**config.mk**
```make
export PLATFORM = sky130hd
export DESIGN_NAME = muldiv_unit
export DESIGN_NICKNAME = d
export VERILOG_FILES = /design/src/rtl/muldiv_pkg.sv /design/src/rtl/muldiv_div_iter.sv /design/src/rtl/muldiv_unit.sv
export SDC_FILE = /design/constraint.sdc
export NUM_CORES = 2
export LEC_CHECK = 0
export BUFFER_PORTS_ARGS = -buffer_cell sky130_fd_sc_hd__buf_2
export CAP_MARGIN = 20
export CORE_MARGIN = 2
export CORE_UTILIZATION = 45
export DETAILED_ROUTE_END_ITERATION = 8
export PLACE_DENSITY = 0.69
export SYNTH_ARGS = -nofsm -noshare
export SYNTH_HDL_FRONTEND = slang
export SYNTH_SLANG_ARGS = --single-unit
```
**constraint.sdc**
```tcl
create_clock -name clk -period 7.52 [get_ports clk]
set_input_delay 1.128 -clock clk [delete_from_list [all_inputs] [get_ports clk]]
set_output_delay 1.128 -clock clk [all_outputs]
set_load 0.05 [all_outputs]
```
**src/rtl/muldiv_pkg.sv**
```systemverilog
// Shared uop definitions for the MDU slice.
// Issue bundle, op/class enums and writeback meta.
package muldiv_pkg;

  localparam int ROB_W  = 5;
  localparam int PHYS_W = 6;

  typedef enum logic [1:0] {
    UOP_ALU, UOP_LSU, UOP_BRU, UOP_MDU
  } uop_class_e;

  typedef enum logic [4:0] {
    OP_ADD, OP_SUB, OP_AND, OP_OR,
    OP_XOR, OP_SLL, OP_SRL, OP_SRA,
    OP_SLT, OP_SLTU,
    OP_MUL, OP_MULH, OP_MULHSU, OP_MULHU,
    OP_DIV, OP_DIVU, OP_REM, OP_REMU
  } uop_op_e;

  typedef struct packed {
    uop_class_e        cls;
    uop_op_e           op;
    logic [31:0]       pc;
    logic              uses_rd;
    logic [ROB_W-1:0]  rob_idx;
    logic [1:0]        epoch;
    logic [PHYS_W-1:0] prd_new;
  } rs_uop_t;

  typedef struct packed {
    logic [31:0]       pc;
    logic              uses_rd;
    logic [ROB_W-1:0]  rob_idx;
    logic [1:0]        epoch;
    logic [PHYS_W-1:0] prd_new;
  } wb_meta_t;

  function automatic wb_meta_t meta_of(
    input rs_uop_t u
  );
    wb_meta_t m;
    m.pc      = u.pc;
    m.uses_rd = u.uses_rd;
    m.rob_idx = u.rob_idx;
    m.epoch   = u.epoch;
    m.prd_new = u.prd_new;
    return m;
  endfunction

endpackage

```
**src/rtl/muldiv_div_iter.sv**
```systemverilog
// Radix-2 restoring divider on magnitudes.
// Sign fix-up applied on the way out.
module muldiv_div_iter
  import muldiv_pkg::*;
#(
  parameter int XLEN     = 32,
  parameter int DIV_FAST = 1
) (
  input  logic            clk,
  input  logic            rst_n,
  input  logic            flush,
  input  logic            start,
  input  logic            sgn,
  input  logic [XLEN-1:0] a,
  input  logic [XLEN-1:0] b,
  input  logic            ack,
  output logic            busy,
  output logic            done,
  output logic [XLEN-1:0] quotient,
  output logic [XLEN-1:0] remainder
);

  localparam int CW = $clog2(XLEN);

  typedef enum logic [1:0] {
    S_IDLE, S_RUN, S_DONE
  } div_state_e;

  div_state_e st, st_nxt;

  logic [CW-1:0]   cnt;
  logic [XLEN-1:0] quo, rem, dvs;
  logic            neg_q, neg_r;

  logic            a_neg, b_neg;
  logic [XLEN-1:0] a_mag, b_mag;
  logic            b_zero, ovf, special;
  logic [XLEN:0]   tmp;
  logic            ge;
  logic [XLEN-1:0] diff;

  assign a_neg   = sgn & a[XLEN-1];
  assign b_neg   = sgn & b[XLEN-1];
  assign a_mag   = a_neg ? -a : a;
  assign b_mag   = b_neg ? -b : b;
  assign b_zero  = (b == '0);
  assign ovf     = sgn && (a == {1'b1, {(XLEN-1){1'b0}}})
                 && (b == '1);
  assign special = (DIV_FAST != 0) && (b_zero || ovf);

  assign tmp  = {rem, quo[XLEN-1]};
  assign ge   = (tmp >= {1'b0, dvs});
  assign diff = tmp[XLEN-1:0] - dvs;

  assign busy      = (st != S_IDLE);
  assign done      = (st == S_DONE);
  assign quotient  = neg_q ? -quo : quo;
  assign remainder = neg_r ? -rem : rem;

  // state register
  always_ff @(posedge clk or negedge rst_n) begin
    if (!rst_n) st <= S_IDLE;
    else        st <= st_nxt;
  end

  // next-state: special cases skip RUN when fast
  always_comb begin
    st_nxt = st;
    unique case (st)
      S_IDLE: if (start) st_nxt = special ? S_DONE : S_RUN;
      S_RUN:  if (cnt == CW'(XLEN-1)) st_nxt = S_DONE;
      S_DONE: if (ack) st_nxt = S_IDLE;
      default: st_nxt = S_IDLE;
    endcase
    if (flush) st_nxt = S_IDLE;
  end

  // operand load and one quotient bit per RUN cycle
  always_ff @(posedge clk or negedge rst_n) begin
    if (!rst_n) begin
      cnt   <= '0;
      quo   <= '0;
      rem   <= '0;
      dvs   <= '0;
      neg_q <= 1'b0;
      neg_r <= 1'b0;
    end else if (st == S_IDLE && start) begin
      cnt   <= '0;
      dvs   <= b_mag;
      neg_q <= (a_neg ^ b_neg) & ~b_zero;
      neg_r <= a_neg;
      if (special) begin
        quo <= b_zero ? '1 : a_mag;
        rem <= b_zero ? a_mag : '0;
      end else begin
        quo <= a_mag;
        rem <= '0;
      end
    end else if (st == S_RUN) begin
      rem <= ge ? diff : tmp[XLEN-1:0];
      quo <= {quo[XLEN-2:0], ge};
      cnt <= cnt + 1'b1;
    end
  end

endmodule

```
**src/rtl/muldiv_unit.sv**
```systemverilog
// RV32M unit: pipelined multiplier plus iterative
// divider sharing one writeback port.
module muldiv_unit
  import muldiv_pkg::*;
#(
  parameter int XLEN       = 32,
  parameter int MUL_STAGES = 3,
  parameter int DIV_FAST   = 1
) (
  input  logic              clk,
  input  logic              rst_n,
  input  logic              req_valid,
  output logic              req_ready,
  input  rs_uop_t           req_uop,
  input  logic [XLEN-1:0]   rs1_val,
  input  logic [XLEN-1:0]   rs2_val,
  input  logic              flush,
  output logic              wb_valid,
  input  logic              wb_ready,
  output logic [31:0]       wb_pc,
  output logic              wb_uses_rd,
  output logic [ROB_W-1:0]  wb_rob_idx,
  output logic [PHYS_W-1:0] wb_prd_new,
  output logic [1:0]        wb_epoch,
  output logic [XLEN-1:0]   wb_data
);

  localparam int T = MUL_STAGES - 1;

  logic is_mul, is_div, mul_hi;
  logic a_sgn, b_sgn, div_sgn, div_rem;

  logic [XLEN:0]     a_ext, b_ext;
  logic [2*XLEN-1:0] a_w, b_w, prod;
  logic [XLEN-1:0]   mul_res;

  logic            mv [MUL_STAGES];
  wb_meta_t        mm [MUL_STAGES];
  logic [XLEN-1:0] md [MUL_STAGES];

  logic            tail_v, mul_gnt, mul_adv, acc;
  logic            div_busy, div_done, div_ack;
  logic [XLEN-1:0] div_q, div_r;
  wb_meta_t        dmeta, wb_m;
  logic            drem;

  // op decode; anything outside the MDU class is refused
  always_comb begin
    is_mul  = 1'b0;
    is_div  = 1'b0;
    mul_hi  = 1'b0;
    a_sgn   = 1'b0;
    b_sgn   = 1'b0;
    div_sgn = 1'b0;
    div_rem = 1'b0;
    if (req_uop.cls == UOP_MDU) begin
      unique case (req_uop.op)
        OP_MUL: is_mul = 1'b1;
        OP_MULH: begin
          is_mul = 1'b1; mul_hi = 1'b1;
          a_sgn  = 1'b1; b_sgn  = 1'b1;
        end
        OP_MULHSU: begin
          is_mul = 1'b1; mul_hi = 1'b1;
          a_sgn  = 1'b1;
        end
        OP_MULHU: begin
          is_mul = 1'b1; mul_hi = 1'b1;
        end
        OP_DIV: begin
          is_div = 1'b1; div_sgn = 1'b1;
        end
        OP_DIVU: is_div = 1'b1;
        OP_REM: begin
          is_div  = 1'b1; div_sgn = 1'b1;
          div_rem = 1'b1;
        end
        OP_REMU: begin
          is_div = 1'b1; div_rem = 1'b1;
        end
        default: ;
      endcase
    end
  end

  assign a_ext   = {a_sgn & rs1_val[XLEN-1], rs1_val};
  assign b_ext   = {b_sgn & rs2_val[XLEN-1], rs2_val};
  assign a_w     = {{(XLEN-1){a_ext[XLEN]}}, a_ext};
  assign b_w     = {{(XLEN-1){b_ext[XLEN]}}, b_ext};
  assign prod    = a_w * b_w;
  assign mul_res = mul_hi ? prod[2*XLEN-1:XLEN]
                          : prod[XLEN-1:0];

  assign tail_v   = mv[T];
  assign mul_gnt  = !flush && !div_done && tail_v && wb_ready;
  assign mul_adv  = !tail_v || mul_gnt;
  assign div_ack  = !flush && div_done && wb_ready;
  assign req_ready = !flush
                   && ((is_mul && mul_adv) || (is_div && !div_busy));
  assign acc      = req_valid && req_ready;
  assign wb_valid = !flush && (div_done || tail_v);

  // mul pipe: whole pipe freezes while the tail waits
  always_ff @(posedge clk or negedge rst_n) begin
    if (!rst_n) begin
      for (int i = 0; i < MUL_STAGES; i++) begin
        mv[i] <= 1'b0;
        mm[i] <= '0;
        md[i] <= '0;
      end
    end else if (flush) begin
      for (int i = 0; i < MUL_STAGES; i++) mv[i] <= 1'b0;
    end else if (mul_adv) begin
      mv[0] <= acc && is_mul;
      if (acc && is_mul) begin
        mm[0] <= meta_of(req_uop);
        md[0] <= mul_res;
      end
      for (int i = 1; i < MUL_STAGES; i++) begin
        mv[i] <= mv[i-1];
        mm[i] <= mm[i-1];
        md[i] <= md[i-1];
      end
    end
  end

  // divider payload captured at issue
  always_ff @(posedge clk or negedge rst_n) begin
    if (!rst_n) begin
      dmeta <= '0;
      drem  <= 1'b0;
    end else if (acc && is_div) begin
      dmeta <= meta_of(req_uop);
      drem  <= div_rem;
    end
  end

  muldiv_div_iter #(
    .XLEN     (XLEN),
    .DIV_FAST (DIV_FAST)
  ) u_div (
    .clk       (clk),
    .rst_n     (rst_n),
    .flush     (flush),
    .start     (acc && is_div),
    .sgn       (div_sgn),
    .a         (rs1_val),
    .b         (rs2_val),
    .ack       (div_ack),
    .busy      (div_busy),
    .done      (div_done),
    .quotient  (div_q),
    .remainder (div_r)
  );

  // writeback mux: a finished divide wins over the mul tail
  always_comb begin
    wb_m    = mm[T];
    wb_data = md[T];
    if (div_done) begin
      wb_m    = dmeta;
      wb_data = drem ? div_r : div_q;
    end
  end

  assign wb_pc      = wb_m.pc;
  assign wb_uses_rd = wb_m.uses_rd;
  assign wb_rob_idx = wb_m.rob_idx;
  assign wb_prd_new = wb_m.prd_new;
  assign wb_epoch   = wb_m.epoch;

endmodule
```
==> results.ini <==
[status]
status = finished, violations left
violations = setup timing

[floorplan]
row_count = 132
ios = 202
die_area_sq_um = 134200
die_h_um = 366.3
fp.coreArea_sq_um = 130000
die_w_um = 366.3
initial_core_util_pct = 45.45

[hold_path]
hold_path_class = reg2reg
whs_path_depth = 2
holdCritStartpoint = mm[109]

[cts]
clkSinkCount = 389
worst_skew_pair.late_latency_ns = 0.59
clock_path_buffers = 3
cts_htree_levels = 2
cts_made_buffers = 43
clk_pin_slew_worst_paths_ns = 0.06
clock-root-buffer = clkbuf_16
cts_tree = yes

[placed_design]
io_buffers = 201
dpl.hpwl_mm = 146.1
place_ws_ns = -1.681
globalplace.congestion = 0.9550

[drt]
firstDrtPassIters = 6
vias_per_cell = 5.367
wl_per_cell_um = 20.44
drc_errors = 0
drtIter0Drc = 4038
wirelength_mm = 182.5
via_count = 47914
antenna_left = 0

[final_layout]
mostFrequentLayoutCell = nand2_1
drive_gt1_share_pct = 19.50
n_fill_cell = 11591
area_delta_synth_final_pct = 18.73
most-common-layout-cells = 1,407 x nand2_1, 1,188 x inv_1, 1,100 x fa_1
nets = 8642

[global_routing]
grt_start_max_net_pins = 134
grt_pass1_vias = 50990
grtUsageTotal_pct = 27.55
antenna_found_initial = 16
globalRouteOverflowTotal = 0
grt_first_pass_wirelength_mm = 290.4

[flow_run]
cap_violations = 0

[sta]
setup_viol = 32
post-route-period-util_pct = 112.6
final_hold_viol_count = 0
hold_slack_ns = 0.4689
slew_viol_final = 0
fin_ws_ns = -0.9480
finClkSkew_ns = 0.03180
rsz0062_at_grt = true
min_period_ns = 8.468
slew_headroom_pct = 26.74
worst_pin_slew_ns = 1.099
fmax_mhz = 118.1

[synth]
avgSynthCellArea_sq_um = 8.891
syn_area_sq_um = 59080
yosys.area.top_type_share_pct = 38.15
synth-seq-cells = 389
synth_top_cell_by_area = fa_1
synthDistinctLibCells = 74
synth_nets = 8144
synthArstFlopShare_pct = 100.0
synth_edf_count = 0
synth.area.top_cells = fa_1 38%, dfrtp_1 16%, nand2_1 9.1%, inv_1 7.8%, ha_1 5.3%
synth_top_flop_cell = dfrtp_1
ys.warnings.count = 0
ys_seq_area_share_pct = 16.48
syn_inst = 6645

[setup_path]
crit_type = in2reg
path_max_fanout = 5
start_kind = input port
startpoint = req_uop[47]
required_ns = 7.99
slowest_stage = fa_2
crit_top_cell = fa_1
rr_worst_depth = 10
cpPeakStageDelay_ns = 0.60
r2r_start = u_div.st[0]
crit_path_end_kind = register
cp.arrival_ns = 8.94

layout make-up:
| type | count | area [sq um] | area share [%] |
|---|---|---|---|
| repair buffers | 862 | 7227 | 10.30 |
| diodes | 7 | 17.52 | 0.02497 |
| clock buffers | 59 | 1246 | 1.777 |
| well taps | 1742 | 2180 | 3.107 |
| clock inverters | 21 | 311.5 | 0.4441 |
| inverters | 1232 | 4639 | 6.614 |
| multi-input cells | 4615 | 44790 | 63.85 |
| flip-flops and latches | 389 | 9736 | 13.88 |
per-stage QoR:
step,cell area (sq um),setup TNS [ns],util [%],std cells
2_1_floorplan,60020,-16.23,-,6645
3_3_place_gp,66330,-38.69,51.03,8768
3_5_place_dp,66340,-40.43,51.04,8770
4_1_cts,69380,-14.75,53.38,8897
5_1_grt,70140,-25.23,53.96,8924
6_report,70150,-18.15,53.97,8927
kinds of logic (layout without fill, tap and decap cells):
kind of cell / after synthesis / count (layout) / share of synthesized area, %
xor gates and xnor gates: 211 / 211 / 3.141
AOI/OAI and AO/OA: 674 / 674 / 7.010
other: 0 / 7 / 0
DFF: 389 / 389 / 16.48
muxes: 168 / 168 / 3.179
buffers and inverters: 1641 / 2174 / 10.45
adders and majority gates: 1377 / 1377 / 43.47
and+or+nand+nor: 2185 / 2185 / 16.28
sequential cells by signal (all words and copies together) (netlist names):
register and count:
u_div.cnt 5, u_div.st 2, u_div.neg_q 1, dmeta 46, u_div.neg_r 1, mv 2
u_div.rem 32, u_div.dvs 32, u_div.quo 32, tail_v 1, mm 138, md 96
drem 1
layer usage:
layer | up-vias | global-route usage (%) | wire [um]
met3 | 373 | 4.109 | 13540
met4 | 14 | 9.671 | 7362
met5 | - | 0 | 91
met1 | 24537 | 36.71 | 74220
met2 | 1871 | 45.89 | 87250
li1 | 21119 | - | -
cell usage after synthesis, drive strengths merged (5+ instances only):
cell type,count
a32oi,19
mux2,157
nand4,27
or4,18
nor3,45
buf,82
o21a,14
or2,13
and3,24
nor2b,15
o31ai,32
mux2i,11
nor2,183
or3,16
nand3,29
o211ai,7
o21bai,12
o22ai,10
xor2,80
a21boi,5
a21o,30
nand2b,28
ha,251
fa,1126
a221o,7
o41ai,19
clkbuf,327
nor4,23
dfrtp,389
a31oi,34
xnor2,131
o21ai,248
a21oi,156
and2,314
nand2,1434
o22a,5
inv,1232
a211oi,37
worst paths after layout:
| kind | to | slack [ns] |
|---|---|---|
| hold reg to reg | mm[109] | 0.47 |
| min in group asynchronous | u_div.dvs[2] | 0.59 |
| setup / recovery | md[93] | -0.95 |
| hold / removal | mm[109] | 0.47 |
| max in group asynchronous | drem | 5.31 |
| setup reg to reg | u_div.quo[22] | 2.97 |
timing repair:
item | 4_1_cts | 5_1_grt
hold buffers | 0 | 0
buffers inserted | 46 | 36
pin swaps | 178 | 112
setup endpoints to repair | 32 | 32
resized for setup | 234 | 145
cloned | 5 | 1
critical path: cells and delay by family:
family / cells / cell delay (ns)
buffers and inverters: 9 / 0.67
AOI/OAI and AO/OA: 5 / 1.05
adders and majority gates: 9 / 4.56
xor gates and xnor gates: 1 / 0.14
and+or+nand+nor: 7 / 1.34
Power is left out: the tool's default activity adds up to more than one toggle a clock period on the data nets, which glitch-free logic cannot reach.
